`src/rtl/kianv_timer_pkg.sv`:
```
// Shared types for the timer block.
// Mode and state encodings used by the counter and its bench.
package kianv_timer_pkg;

    typedef enum logic [1:0] {
        MODE_WRAP     = 2'd0,
        MODE_SAT      = 2'd1,
        MODE_ONESHOT  = 2'd2,
        MODE_PERIODIC = 2'd3
    } mode_e;

    typedef enum logic [1:0] {
        IDLE = 2'd0,
        RUN  = 2'd1,
        DONE = 2'd2
    } state_e;

endpackage

```
`src/rtl/clk_prescaler.sv`:
```
// Prescaler: one tick every psc+1 enabled cycles.
// tick is combinational in the cycle the count reaches psc.
module clk_prescaler #(
    parameter int PSC_WIDTH = 8
) (
    input  logic                 clk,
    input  logic                 resetn,
    input  logic                 en,
    input  logic                 clr,
    input  logic [PSC_WIDTH-1:0] psc,
    output logic                 tick
);

    logic [PSC_WIDTH-1:0] r_cnt;
    logic                 w_hit;

    // >= so that lowering psc mid-run cannot strand the count above it
    assign w_hit = (r_cnt >= psc);
    assign tick  = en && w_hit;

    always_ff @(posedge clk) begin
        if (!resetn) begin
            r_cnt <= '0;
        end else if (clr) begin
            r_cnt <= '0;
        end else if (en) begin
            r_cnt <= w_hit ? '0 : r_cnt + PSC_WIDTH'(1);
        end
    end

endmodule

```
`src/rtl/timer_counter.sv`:
```
// Up/down timer with wrap, saturate, one-shot and periodic modes.
// Count and state update on prescaler ticks; clr > load > step.
import kianv_timer_pkg::*;

module timer_counter #(
    parameter int               WIDTH     = 32,
    parameter int               PSC_WIDTH = 8,
    parameter logic [WIDTH-1:0] PRESET    = '0
) (
    input  logic                 clk,
    input  logic                 resetn,
    input  logic                 en,
    input  logic                 clr,
    input  logic                 load,
    input  logic [WIDTH-1:0]     load_val,
    input  logic                 dir,
    input  logic [1:0]           mode,
    input  logic [PSC_WIDTH-1:0] psc,
    input  logic [WIDTH-1:0]     cmp,
    output logic [WIDTH-1:0]     q,
    output logic                 tick,
    output logic                 match,
    output logic                 wrap,
    output logic                 done,
    output logic                 busy
);

    logic [WIDTH-1:0] r_q;
    logic [WIDTH-1:0] r_reload;
    state_e           r_state;
    logic             r_match;
    logic             r_wrap;

    logic [WIDTH-1:0] w_q_nxt;
    logic [WIDTH-1:0] w_reload_nxt;
    state_e           w_state_nxt;
    logic             w_match_nxt;
    logic             w_wrap_nxt;

    logic             w_ctl;
    logic             w_run_en;
    logic             w_tick;
    logic             w_edge;
    logic [WIDTH-1:0] w_stepv;
    mode_e            w_mode;

    // reset, clr and load all suppress stepping and pulses this cycle
    assign w_ctl    = clr || load || !resetn;
    assign w_run_en = (r_state == RUN) && en && !w_ctl;
    assign w_mode   = mode_e'(mode);
    assign w_edge   = dir ? (r_q == '0) : (&r_q);
    assign w_stepv  = dir ? r_q - WIDTH'(1) : r_q + WIDTH'(1);

    clk_prescaler #(
        .PSC_WIDTH(PSC_WIDTH)
    ) u_psc (
        .clk   (clk),
        .resetn(resetn),
        .en    (w_run_en),
        .clr   (w_ctl),
        .psc   (psc),
        .tick  (w_tick)
    );

    always_comb begin
        w_q_nxt      = r_q;
        w_reload_nxt = r_reload;
        w_state_nxt  = r_state;
        w_match_nxt  = 1'b0;
        w_wrap_nxt   = 1'b0;
        if (clr) begin
            w_q_nxt     = '0;
            w_state_nxt = IDLE;
        end else if (load) begin
            w_q_nxt      = load_val;
            w_reload_nxt = load_val;
            w_state_nxt  = IDLE;
        end else begin
            unique case (r_state)
                IDLE: begin
                    if (en) w_state_nxt = RUN;
                end
                RUN: begin
                    if (!en) begin
                        w_state_nxt = IDLE;
                    end else if (w_tick) begin
                        unique case (w_mode)
                            MODE_WRAP: begin
                                w_q_nxt    = w_stepv;
                                w_wrap_nxt = w_edge;
                            end
                            MODE_SAT: begin
                                w_q_nxt = w_edge ? r_q : w_stepv;
                            end
                            MODE_ONESHOT: begin
                                w_q_nxt = w_stepv;
                                if (w_stepv == cmp) w_state_nxt = DONE;
                            end
                            MODE_PERIODIC: begin
                                if (r_q == cmp) begin
                                    w_q_nxt    = r_reload;
                                    w_wrap_nxt = 1'b1;
                                end else begin
                                    w_q_nxt = w_stepv;
                                end
                            end
                        endcase
                        // a step that leaves q unchanged is not a new arrival
                        w_match_nxt = (w_q_nxt == cmp) && (w_q_nxt != r_q);
                    end
                end
                DONE: begin
                    w_state_nxt = DONE;
                end
                default: begin
                    w_state_nxt = IDLE;
                end
            endcase
        end
    end

    always_ff @(posedge clk) begin
        if (!resetn) begin
            r_q      <= PRESET;
            r_reload <= PRESET;
            r_state  <= IDLE;
            r_match  <= 1'b0;
            r_wrap   <= 1'b0;
        end else begin
            r_q      <= w_q_nxt;
            r_reload <= w_reload_nxt;
            r_state  <= w_state_nxt;
            r_match  <= w_match_nxt;
            r_wrap   <= w_wrap_nxt;
        end
    end

    assign q     = r_q;
    assign tick  = w_tick;
    assign match = r_match && !w_ctl;
    assign wrap  = r_wrap && !w_ctl;
    assign done  = (r_state == DONE);
    assign busy  = (r_state == RUN);

endmodule

```
`config.mk`:
```
export PLATFORM = sky130hd
export DESIGN_NAME = timer_counter
export DESIGN_NICKNAME = d
export VERILOG_FILES = /design/src/rtl/kianv_timer_pkg.sv /design/src/rtl/clk_prescaler.sv /design/src/rtl/timer_counter.sv
export SDC_FILE = /design/constraint.sdc
export NUM_CORES = 1
export LEC_CHECK = 0
export CAP_MARGIN = 20
export CORE_UTILIZATION = 50
export DETAILED_ROUTE_END_ITERATION = 16
export GPL_TIMING_DRIVEN = 1
export HOLD_SLACK_MARGIN = 0.03
export PLACE_DENSITY = 0.72
export RECOVER_POWER = 100
export SLEW_MARGIN = 40
export SYNTH_ARGS = -nofsm -noshare
export SYNTH_HDL_FRONTEND = slang
export SYNTH_HIERARCHICAL = 1
export SYNTH_SLANG_ARGS = --single-unit
export TNS_END_PERCENT = 100
```
`constraint.sdc`:
```
create_clock -name clk -period 4.6 [get_ports clk]
set_input_delay 0.69 -clock clk [delete_from_list [all_inputs] [get_ports clk]]
set_output_delay 0.69 -clock clk [all_outputs]
set_load 0.03 [all_outputs]
```
### Word level (Yosys, flattened, before mapping)

Cells that the tools add are included.

* word-level logic and storage cells: 76
* output and inout bits: 37
* bits in registers: 76
* input bits: 80

* reduce and logical (&&, ||, !) cells: 25
* mux-type cells: 23
* eq/ne operators: 13
* add/subtract/negate cells: 3
* bitwise logic cells: 5
* $lt $le $gt $ge: 1

Operator list (count)
* 2-to-1 mux 32 bit: 12
* == test 32 bit: 3
* case mux 32 bit (3 select lines): 1
* adder 32 x 1 -> 32 bit (second input constant): 1
* zero test 32 bit: 1
* != test 32 bit: 1
* AND reduction 32 bit: 1
* subtractor 32 x 1 -> 32 bit (second input constant): 1
* 2-to-1 mux 2 bit: 5
* adder 8 x 1 -> 8 bit (second input constant): 1
* greater-or-equal comparator 8 bit: 1
* 2-to-1 mux 8 bit: 1
* == test 2 bit (second input constant): 3
* logical AND 1 bit: 6
* != test 3 x 2 -> 1 bit (second input constant): 2
* case mux 2 bit (3 select lines): 1
* nonzero test 2 bit: 3
* OR reduction 2 bit: 3
* OR reduction 6 bit: 1
* inverter 1 bit: 5
* == test 2 x 1 -> 1 bit (second input constant): 2
* zero test 2 bit: 2
* AND reduction 4 bit: 1
* != test 3 bit (second input constant): 1
* other kinds (8): 11

### Logic depth before layout (Yosys ltp)

Gate-level depths: netlist of run 1.

* depth in word-level cells: 14
* mapped depth: 19
* mapped depth without buffers: 16

### By module

Netlist of run 1, hierarchy kept.

By module, submodules not included
* timer_counter: cells each 1065, times used 1, sequential area each 1361.3 µm², area each 7564.8 µm²
* clk_prescaler: cells each 63, times used 1, sequential area each 160.2 µm², area each 590.6 µm²

### Worst setup path before layout of run 1

No wires, ideal clock.

* path type: input-to-reg
* start: input port dir
* end: register r_match
* path buffers: 0
* library setup time: 0.136 ns
* required time: 4.464 ns
* slack: 0.356 ns
* arrival: 4.109 ns
* stages on the path: 14
* cells stage by stage: fa_1 -> a211oi_2 -> o21ai_1 -> a21oi_1 -> o21bai_1 -> xor2_1 -> a221oi_2 -> and2_1 -> or4_1 -> or4_1 -> nor4_1 -> nand4_1 -> o31ai_1 -> a2111oi_2

* longest elaborated chain between the ends: 10
* elaborated cells between the ends (all ways): 13
* those cells by class: 2 x eq/ne; 10 x mux; 1 x reduce/logical

Ends and longest elaborated chain
* start: declaration: line timer_counter.sv:16 `input logic dir,`
* 2-to-1 mux 32 bit / 2-to-1 mux 1 bit (equally long branches): line timer_counter.sv:52, timer_counter.sv:51
* 2-to-1 mux 32 bit (on tied branches): line timer_counter.sv:100, timer_counter.sv:93
* case mux 32 bit (3 select lines) *: line timer_counter.sv:87 `unique case (w_mode)`
* 2-to-1 mux 32 bit *: line timer_counter.sv:86 `end else if (w_tick) begin`
* 2-to-1 mux 32 bit *: line timer_counter.sv:84 `if (!en) begin`
* 2-to-1 mux 32 bit *: line timer_counter.sv:79 `unique case (r_state)`
* 2-to-1 mux 32 bit *: line timer_counter.sv:74 `end else if (load) begin`
* 2-to-1 mux 32 bit *: line timer_counter.sv:71 `if (clr) begin`
* == test 32 bit / != test 32 bit (equally long branches): line timer_counter.sv:109 `w_match_nxt = (w_q_nxt == cmp) && (w_q_nxt != r_q);`
* logical AND 1 bit *: line timer_counter.sv:109
* end signal: assignment: line timer_counter.sv:133 `r_match <= w_match_nxt;`
* end: declaration: line timer_counter.sv:31 `logic r_match;`

Mark *: on every way between the ends. The rest lies on a longest branch, timed or not. The select of a mux whose other input is x is not followed.
A chain may end at the register's enable or synchronous reset.

### Final worst setup path of run 1

Same ends and word-level chain as after synthesis.

==> impl_metrics.py, run 1 <==
metrics = {
    "worst_setup_path": {
        "crit_buf_inv": 4,
        "startpoint_type": "input port",
        "cp_common_cell": "buf_4",
        "cp_max_fo": 6,
        "reg2reg_setup_slack_ns": 0.22,
        "end_kind": "register",
        "critPathMaxStageDelay_ns": 0.59,
        "cp.arrival_ns": 4.76,
        "timing.rr.start": "q[6]",
        "critical_path_required_ns": 4.85,
        "cp-endpoint": "r_match",
        "crit_start": "dir",
        "crit_family": "compound AO/OA/AOI/OAI gates",
        "r2r-end": "r_match",
        "critPathSlowestCell": "or4_4",
        "crit_chain": "buf_2 -> buf_12 -> fa_2 -> a211oi_4 -> o21ai_2 -> a21oi_1 -> buf_4 -> buf_4 -> xnor2_1 -> mux2_4 -> a221oi_4 -> a21o_1 -> o22ai_1 -> a211o_1 -> nor4_2 -> nand4_1 -> or4_4 -> a2111oi_2",
        "rr_worst_depth": 15,
        "cp_num_cells": 18,
        "critPathKind": "input port to register",
    },
    "sta": {
        "timing.final.crit_period_ns": 4.50,
        "hold_viol": 0,
        "worst_pin_slew_ns": 1.15,
        "fin_tns_setup_ns": 0,
        "layout_setup_ws_ns": 0.0951,
        "fmax_mhz": 222,
        "timing.final.crit_share": 0.979,
        "finalSetupViolCount": 0,
        "slew_violations": 0,
        "maxSlewHeadroom": 0.235,
        "finClkSkew_ns": 0.00882,
    },
    "global_routing": {
        "grt_max_degree": 53,
        "met1_usage": 0.515,
        "antenna_found_initial": 0,
        "grt_usage": 0.426,
        "grt_pass1_wl_um": 53800,
        "met3_usage": 0.0738,
        "use_met2": 0.713,
        "globalRouteOverflowTotal": 0,
        "grt_pass1_vias": 10100,
        "grt-busiest-layer": "met2",
    },
    "clocking": {
        "cts_buffers": 9,
        "clk_path_buf_depth": 2,
        "cts_hold_buffers": 0,
        "clockRootBuffer": "clkbuf_16",
        "path_clk_slew_ns": 0.06,
        "clkSinkCount": 76,
        "clkLatencyLatePin_ns": 0.36,
        "cts_htree_levels": 3,
        "cts_tree": "done",
    },
    "yosys": {
        "avgSynthCellArea_um2": 7.23,
        "synth_top_area_share": 0.187,
        "synth_flop_cell": "dfxtp_1",
        "yosysTopAreaCell": "dfxtp_1",
        "yosysWarnings": 6,
        "async_reset_ff_frac": 0,
        "synth.area.top_cells": "dfxtp_1 19%, a21oi_1 7.4%, nand2_1 7.4%, xor2_1 7.4%, xnor2_1 6.9%",
        "syn_area_mm2": 0.00816,
        "yosysSeqAreaShare": 0.187,
        "synth_cell_types": 84,
        "syn_inst": 1128,
        "ys_ff_latch": 76,
        "syn_nets": 1252,
        "synth_edf_count": 0,
    },
    "detailed_routing": {
        "ant_nets": 0,
        "drt-total-wl_um": 36500,
        "vias": 10500,
        "wl_per_cell_um": 21.3,
        "route.detailed.drc": 0,
        "dr.pass1.iters": 6,
        "drt_iter0_markers": 971,
        "viasPerCell": 6.15,
    },
    "worst_hold_path": {
        "hold_class": "register to register",
    },
    "place": {
        "io_buffers": 116,
        "dpl.cell_count": 1677,
        "postPlaceCellArea_mm2": 0.0115,
        "pre_cts_slack_ns": -0.723,
        "gp_congestion": 1.11,
        "dp_hpwl_um": 28200,
    },
    "floorplan": {
        "rows": 46,
        "ios": 117,
        "die_y_um": 130,
        "core_area_mm2": 0.0159,
        "die_x_um": 130,
        "die_area_mm2": 0.0168,
        "start_util": 0.513,
    },
    "final_layout": {
        "drive_above_1_share": 0.290,
        "postLayoutCellArea_mm2": 0.0125,
        "diodes": 0,
        "finalNetCount": 1614,
        "final_cell_count_no_fill": 1710,
        "syn_to_final_growth_pct": 53.1,
    },
    "run": {
        "drv_cap": 0,
    },
    "pwr": {
        "power_leakage_nw": 5.55,
        "ir_drop_v": 0.000188,
        "power_density_mw_per_mm2": 213,
    },
    "run_status": {
        "status": "finished, final reports clean",
    },
}
-- kinds of logic after synthesis --
| family | synth area share |
|---|---|
| and+or+nand+nor | 0.257 |
| AOI/OAI and AO/OA | 0.274 |
| adders and majority gates | 0.0684 |
| buffers and inverters | 0.0577 |
| DFF | 0.187 |
| muxes | 0.0127 |
| xor gates and xnor gates | 0.143 |
-- worst reg2reg max path: stages (launching register included) --
cell       delay, ns
dfxtp_1         0.37
buf_4           0.21
nor4_1          0.48
buf_4           0.20
nand3_1         0.13
or3_1           0.51
nor2_1          0.34
o2bb2ai_1       0.14
a221oi_2        0.24
o2111ai_2       0.15
or4_4           0.54
nor4_4          0.28
buf_4           0.15
nand4_1         0.14
o311ai_2        0.27
a2111oi_2       0.11
-- layer usage --
metal	wire length, um	up-vias	share of wire
li1	-	4774	-
met1	14200	4923	0.39
met2	16700	614	0.46
met3	3010	207	0.082
met4	2560	0	0.070
met5	0	-	0
-- layout by cell type, fill, tap and decap left out, types with 9 or more instances in the layout --
master	instances
nor3_1	19
dlygate4sd3_1	35
dfxtp_1	75
nor4_1	20
xnor2_1	60
o211ai_1	14
o21ai_0	46
nand3_1	9
a21boi_0	34
a21oi_1	109
and3_1	14
nand2_1	159
clkbuf_16	9
nor2_1	103
buf_4	298
nand4_1	26
ha_1	36
xor2_2	10
a211oi_1	11
xor2_1	59
clkdlybuf4s50_1	53
dlymetal6s2s_1	23
a21oi_2	11
a21o_1	11
inv_1	31
-- what timing repair did --
item / 4_1_cts / 5_1_grt
resized for setup: 42 / 87
endpoints found under the setup margin: 1 / 2
buffers inserted: 7 / 10
pin swaps: 16 / 34
gates cloned: 1 / 0
-- synthesized netlist by cell type (7+ instances only) --
master / n
clkbuf_1: 44
nor3_1: 17
and2_1: 7
a21oi_1: 121
dfxtp_1: 76
nor4_2: 8
a221oi_1: 8
xnor2_1: 64
and3_1: 15
nor3_2: 9
buf_2: 15
a211oi_1: 13
a31oi_1: 10
nor2_1: 106
o21ai_0: 53
xor2_1: 69
nor4_1: 22
a21o_1: 11
a21boi_0: 36
ha_1: 43
nand3_1: 9
nand4_1: 26
inv_1: 31
o211ai_1: 14
nand2_1: 161
-- worst min-delay path by stage --
stage,cells past startpoint,end,startpoint
after floorplan,1,r_state[0],r_state[1]
after global routing,1,r_state[0],r_state[1]
after CTS,1,r_state[0],r_state[1]
after detailed placement,1,r_state[0],r_state[1]
final,1,r_state[0],r_state[1]
after global placement,1,r_state[0],r_state[1]
-- sequential cells by signal, indices dropped and copies added, names as in the netlist --
signal,count
r_state,2
r_reload,32
r_match,1
r_wrap,1
q,32
u_psc/r_cnt,8
-- final cells by class --
class	instances	area, um^2
Tap cell	216	270
Fill cell	1203	3400
Sequential cell	76	1520
Clock buffer	9	225
Inverter	31	116
Multi-Input combinational cell	947	6680
Timing Repair Buffer	425	3580
Clock inverter	6	87.6
-- report_power, final --
group          leakage [nW]  internal (mW)  total, mW  switching [mW]
Combinational          4.78          0.565       1.16           0.600
Sequential            0.620          0.681      0.720          0.0387
Clock                 0.156          0.473      0.778           0.305
Total                  5.55           1.72       2.66           0.943
-- per-stage QoR --
stage          utilization  power [mW]  hold slack, ns
2_1_floorplan            -        1.24           0.421
3_5_place_dp         0.722        1.78           0.445
3_3_place_gp         0.722        1.77           0.435
6_report             0.786        2.66           0.451
5_1_grt              0.786        2.76           0.460
4_1_cts              0.760        2.59           0.452
(Power assumes the default switching activity.)
==> run 2: changes to the inputs <==
ABC_AREA = 1   (was default)
PLACE_DENSITY = 0.71   (was 0.72)
SETUP_SLACK_MARGIN = 0.02   (was default)
==> impl_metrics.py, run 2 <==
metrics = {
    "yosys": {
        "synth_flop_cell": "dfxtp_1",
        "yosysSeqAreaShare": 0.169,
        "yosysWarnings": 6,
        "yosysMostFrequentCell": "nand2_1",
        "synth.area.top_cells": "nand2_1 26%, dfxtp_1 17%, nand3_1 9.0%, inv_1 7.8%, nor2_1 6.3%",
        "async_reset_ff_frac": 0,
        "synth_cell_types": 43,
        "synth_edf_count": 0,
        "syn_inst": 1658,
        "ys_ff_latch": 76,
        "synth_top_area_share": 0.265,
        "synth_common_cells": "637 x nand2_1, 188 x inv_1, 162 x nand3_1",
        "syn_area_mm2": 0.00902,
        "yosysTopAreaCell": "nand2_1",
        "syn_nets": 1782,
        "avgSynthCellArea_um2": 5.44,
    },
    "final_layout": {
        "syn_to_final_growth_pct": 18.4,
        "final_cell_mix": "638 x nand2_1, 188 x inv_1, 162 x nand3_1, 153 x nor2_1, 87 x a21oi_1",
        "fill_cells": 1805,
        "multi_input_area_mm2": 0.00653,
        "diodes": 0,
        "layout_commonest_cell": "nand2_1",
        "regArea_mm2": 0.00152,
        "finalNetCount": 1885,
        "drive_above_1_share": 0.0425,
    },
    "clocking": {
        "cts_tree": "done",
        "clk_path_buf_depth": 2,
        "path_clk_slew_ns": 0.08,
        "cts_buffers": 9,
        "cts-resized-gates": 0,
        "clockRootBuffer": "clkbuf_16",
        "cts_hold_buffers": 0,
        "clkSinkCount": 76,
        "cts_setup_buffers": 0,
        "cts_htree_levels": 3,
        "clkLatencyLatePin_ns": 0.35,
    },
    "run_status": {
        "status": "finished, violations left",
        "violations": "capacitance limit, slew limit",
    },
    "worst_setup_path": {
        "cp-endpoint": "r_match",
        "rr_worst_depth": 21,
        "r2r-end": "r_match",
        "critPathKind": "input port to register",
        "critical_path_required_ns": 4.89,
        "end_kind": "register",
        "cp.arrival_ns": 4.50,
        "crit_start": "dir",
        "cp_max_fo": 34,
        "timing.rr.start": "q[0]",
        "reg2reg_setup_slack_ns": 0.87,
        "startpoint_type": "input port",
    },
    "sta": {
        "finClkSkew_ns": 0.0137,
        "fin_tns_setup_ns": 0,
        "timing.final.crit_period_ns": 4.21,
        "worst_pin_slew_ns": 1.77,
        "maxSlewHeadroom": -0.183,
        "slew_violations": 36,
        "fmax_mhz": 238,
        "hold_viol": 0,
        "timing.final.crit_share": 0.914,
        "finalSetupViolCount": 0,
        "layout_setup_ws_ns": 0.394,
        "rsz0062_at_grt": "false",
    },
    "detailed_routing": {
        "dr.pass1.iters": 6,
        "wl_per_cell_um": 19.0,
        "route.detailed.drc": 0,
        "ant_nets": 0,
        "viasPerCell": 5.83,
        "drt-total-wl_um": 37900,
        "vias": 11600,
        "drt_iter0_markers": 1347,
    },
    "place": {
        "dp_hpwl_um": 30200,
        "io_buffers": 116,
        "gp_congestion": 1.07,
        "pre_cts_slack_ns": 0.343,
    },
    "pwr": {
        "p_sw_frac": 0.391,
        "p_switching_mw": 0.946,
        "ir_drop_v": 0.000259,
        "power_density_mw_per_mm2": 227,
        "power_leakage_nw": 5.21,
        "p_int_mw": 1.47,
        "seqPwrFrac": 0.296,
        "p_clk_frac": 0.344,
        "combPwrFrac": 0.360,
    },
    "global_routing": {
        "grt_pass1_wl_um": 57000,
        "grt_max_degree": 42,
        "antenna_found_initial": 0,
        "grt_usage": 0.406,
        "globalRouteOverflowTotal": 0,
        "grt_pass1_vias": 10500,
    },
    "floorplan": {
        "ios": 117,
        "die_x_um": 136,
        "start_util": 0.516,
        "die_area_mm2": 0.0186,
        "rows": 48,
        "core_area_mm2": 0.0175,
        "die_y_um": 136,
    },
    "worst_hold_path": {
        "hold_depth": 2,
        "hold_class": "register to register",
    },
    "run": {
        "drv_cap": 1,
    },
}
==> run 2: cell families (layout without fill, tap and decap cells) <==
group / after synthesis / in the layout / share of synthesized area
AO/OA/AOI/OAI: 173 / 173 / 0.104
adder cells (fa/ha/maj): 44 / 44 / 0.0618
flip-flops: 76 / 76 / 0.169
multiplexers: 1 / 1 / 0.00111
buffers and inverters: 237 / 345 / 0.108
XOR/XNOR: 45 / 45 / 0.0445
AND/OR/NAND/NOR: 1082 / 1082 / 0.512
==> run 2: through the flow <==
stage	area (um^2)	hold WS (ns)	total power, mW	std cells	utilization
floorplan	9020	0.429	1.26	1658	-
global placement	10400	0.443	1.57	1975	0.595
detailed placement	10400	0.449	1.58	1975	0.595
CTS	10700	0.459	2.40	1991	0.614
global route	10700	0.479	2.52	1991	0.611
finish	10700	0.456	2.42	1991	0.611
==> run 2: power groups by stage <==
stage                     clock network (mW)  logic, mW  registers [mW]
after global routing                   0.854      0.948           0.718
after detailed placement                   0      0.847           0.730
after CTS                              0.832      0.853           0.715
after floorplan                            0      0.531           0.731
final                                  0.833      0.870           0.717
after global placement                     0      0.844           0.730
==> run 2: layer usage <==
layer | part of all wire | global-route usage | vias up
met1 | 0.40 | 0.514 | 5230
met5 | 0 | 0 | -
met3 | 0.095 | 0.0559 | 131
li1 | - | - | 5566
met4 | 0.052 | 0.202 | 0
met2 | 0.45 | 0.672 | 672
==> run 2: critical path: stages <==
cell and delay, ns:
clkdlybuf4s50_1 0.40, clkbuf_4 0.34, fa_1 0.56, nand2_1 0.08
inv_1 0.05, nand2_1 0.05, nand3_1 0.21, nand2_1 0.16
nand2_1 0.12, nand2_1 0.12, nand2_1 0.11, nand2_1 0.10
nand2_1 0.05, nand2_1 0.11, nand3_1 0.13, nand2_1 0.14
nand2_1 0.15, nand2_1 0.10, nand2_1 0.06, inv_1 0.12
nand3_1 0.11, nor2_1 0.28, nand3_1 0.12, nor2_1 0.12
==> run 2: cell type report <==
cell class | count | share of cell area
Sequential cell | 76 | 0.142
Clock inverter | 6 | 0.00890
Clock buffer | 10 | 0.0224
Tap cell | 225 | 0.0263
Multi-Input combinational cell | 1345 | 0.611
Timing Repair Buffer | 136 | 0.121
Inverter | 193 | 0.0683
==> run 2: how the worst min path moves through the flow <==
stage / start / endpoint
2_1_floorplan: r_reload[11] / r_reload[11]
3_3_place_gp: r_reload[17] / r_reload[17]
3_5_place_dp: r_reload[11] / r_reload[11]
4_1_cts: r_reload[11] / r_reload[11]
5_1_grt: r_reload[28] / r_reload[28]
6_report: r_reload[11] / r_reload[11]
==> run 3: changes to the inputs <==
clock period = 5.3 ns   (was 4.6 ns; I/O delays follow)
==> impl_metrics.py, run 3 (synthesized netlist as in run 2, its figures left out) <==
metrics = {
    "detailed_routing": {
        "viasPerCell": 5.79,
        "ant_nets": 0,
        "drt-total-wl_um": 37400,
        "dr.pass1.iters": 6,
        "drt_iter0_markers": 1200,
        "route.detailed.drc": 0,
        "vias": 11500,
        "wl_per_cell_um": 18.8,
    },
    "floorplan": {
        "ios": 117,
        "die_area_mm2": 0.0186,
        "die_y_um": 136,
        "die_x_um": 136,
        "start_util": 0.516,
        "rows": 48,
        "core_area_mm2": 0.0175,
    },
    "run": {
        "drv_cap": 2,
    },
    "place": {
        "pre_cts_slack_ns": 0.522,
        "postPlaceCellArea_mm2": 0.0103,
        "io_buffers": 116,
        "dp_hpwl_um": 29900,
        "gp_congestion": 1.04,
    },
    "clocking": {
        "cts_tree": "done",
        "clockRootBuffer": "clkbuf_16",
        "cts-resized-gates": 0,
        "path_clk_slew_ns": 0.06,
        "clkSinkCount": 76,
        "clk_path_buf_depth": 2,
        "clkLatencyLatePin_ns": 0.35,
        "cts_htree_levels": 3,
        "cts_setup_buffers": 0,
        "cts_buffers": 9,
        "cts_hold_buffers": 0,
    },
    "sta": {
        "timing.final.crit_period_ns": 4.78,
        "finalSetupViolCount": 0,
        "fin_tns_setup_ns": 0,
        "slew_violations": 69,
        "maxSlewHeadroom": -0.228,
        "fmax_mhz": 209,
        "layout_setup_ws_ns": 0.520,
        "hold_viol": 0,
        "finClkSkew_ns": 0.00780,
        "worst_pin_slew_ns": 1.84,
        "timing.final.crit_share": 0.902,
        "rsz0062_at_grt": "false",
    },
    "run_status": {
        "violations": "capacitance limit, slew limit",
        "status": "finished, violations left",
    },
    "final_layout": {
        "postLayoutCellArea_mm2": 0.0106,
        "final_cell_mix": "637 x nand2_1, 188 x inv_1, 162 x nand3_1, 153 x nor2_1, 87 x a21oi_1",
        "fill_cells": 1830,
        "finalNetCount": 1880,
        "layout_commonest_cell": "nand2_1",
        "diodes": 0,
        "drive_above_1_share": 0.0392,
        "syn_to_final_growth_pct": 18.0,
    },
    "worst_setup_path": {
        "critPathKind": "input port to register",
        "timing.rr.start": "q[0]",
        "startpoint_type": "input port",
        "critPathSlowestCell": "clkbuf_1",
        "end_kind": "register",
        "crit_family": "buffers and inverters",
        "crit_chain": "dlygate4sd3_1 -> inv_1 -> nor2_1 -> inv_1 -> nor2_1 -> inv_1 -> nor2_1 -> nand2_1 -> inv_1 -> inv_1 -> nor3_1 -> clkbuf_1 -> nand3_1 -> a31oi_1",
        "crit_buf_inv": 7,
        "cp_max_fo": 32,
        "cp.arrival_ns": 5.05,
        "reg2reg_setup_slack_ns": 1.23,
        "critical_path_required_ns": 5.57,
        "critPathMaxStageDelay_ns": 1.35,
        "cp_common_cell": "inv_1",
        "r2r-end": "r_match",
        "rr_worst_depth": 19,
    },
    "global_routing": {
        "grt_max_degree": 42,
        "grt_pass1_vias": 10500,
        "grt_pass1_wl_um": 56700,
        "globalRouteOverflowTotal": 0,
        "antenna_found_initial": 0,
        "grt_usage": 0.407,
    },
    "worst_hold_path": {
        "holdPathEnd": "r_reload[9]",
        "min_from": "r_reload[9]",
        "hold_depth": 2,
        "hold_class": "register to register",
    },
    "pwr": {
        "ir_drop_v": 0.000240,
        "power_leakage_nw": 5.18,
        "power_density_mw_per_mm2": 196,
    },
}
run 3: cell count changes in the layout (fill, tap and decap cells not counted), moves of 2 or more:
cell	previous run	this run
clkinvlp_4	0	2
buf_4	15	9
clkinv_4	2	0
dlygate4sd3_1	38	40
run 3: where the power goes:
part           leakage, nW  internal (mW)  total (mW)  switching [mW]
logic                 4.40          0.255       0.749           0.494
registers            0.620          0.591       0.623          0.0320
clock network        0.157          0.431       0.712           0.281
run 3: layout make-up:
cell class	instances	area, um^2	area share
inverters	193	729	0.0685
repair buffers	131	1250	0.118
clock inverters	6	95.1	0.00893
flip-flops and latches	76	1520	0.143
well taps	225	282	0.0264
clock buffers	10	239	0.0224
multi-input cells	1345	6530	0.613
run 3: routing by layer:
metal / global-route usage / part of all wire
met5: 0 / 0
met4: 0.250 / 0.063
met3: 0.0772 / 0.10
met1: 0.510 / 0.41
met2: 0.642 / 0.43
run 3: per-stage QoR:
| stage | total power [mW] | instances | hold slack (ns) | util |
|---|---|---|---|---|
| 2_1_floorplan | 1.10 | 1658 | 0.429 | - |
| 3_3_place_gp | 1.36 | 1970 | 0.440 | 0.592 |
| 3_5_place_dp | 1.36 | 1970 | 0.450 | 0.592 |
| 4_1_cts | 2.06 | 1986 | 0.459 | 0.611 |
| 5_1_grt | 2.18 | 1986 | 0.482 | 0.609 |
| 6_report | 2.08 | 1986 | 0.461 | 0.609 |
run 3: how the worst max path moves through the flow:
stage / depth (start not counted) / from / endpoint / slack (ns)
after floorplan: 20 / resetn / r_state[0] / 2.29
after global placement: 21 / dir / r_match / 0.55
after detailed placement: 21 / dir / r_match / 0.52
after CTS: 21 / dir / r_match / 0.88
after global routing: 21 / dir / r_match / 0.26
final: 14 / resetn / q[5] / 0.52
run 3: worst register-to-register path, stage by stage (launching register included):
cell and delay, ns:
dfxtp_1 0.83, nand2_1 0.14, nand2_2 0.15, nand2_1 0.06, nor2_1 0.10, nand2_1 0.07, nor2_2 0.45, nand2_2 0.30
nand2_1 0.15, nand2_2 0.40, nand2_1 0.21, nand2_2 0.10, nand3_1 0.08, nand2_1 0.06, nor2_1 0.15, nand2_1 0.10
nor2_1 0.25, nand4_1 0.21, nor2_1 0.13, nor2_1 0.04
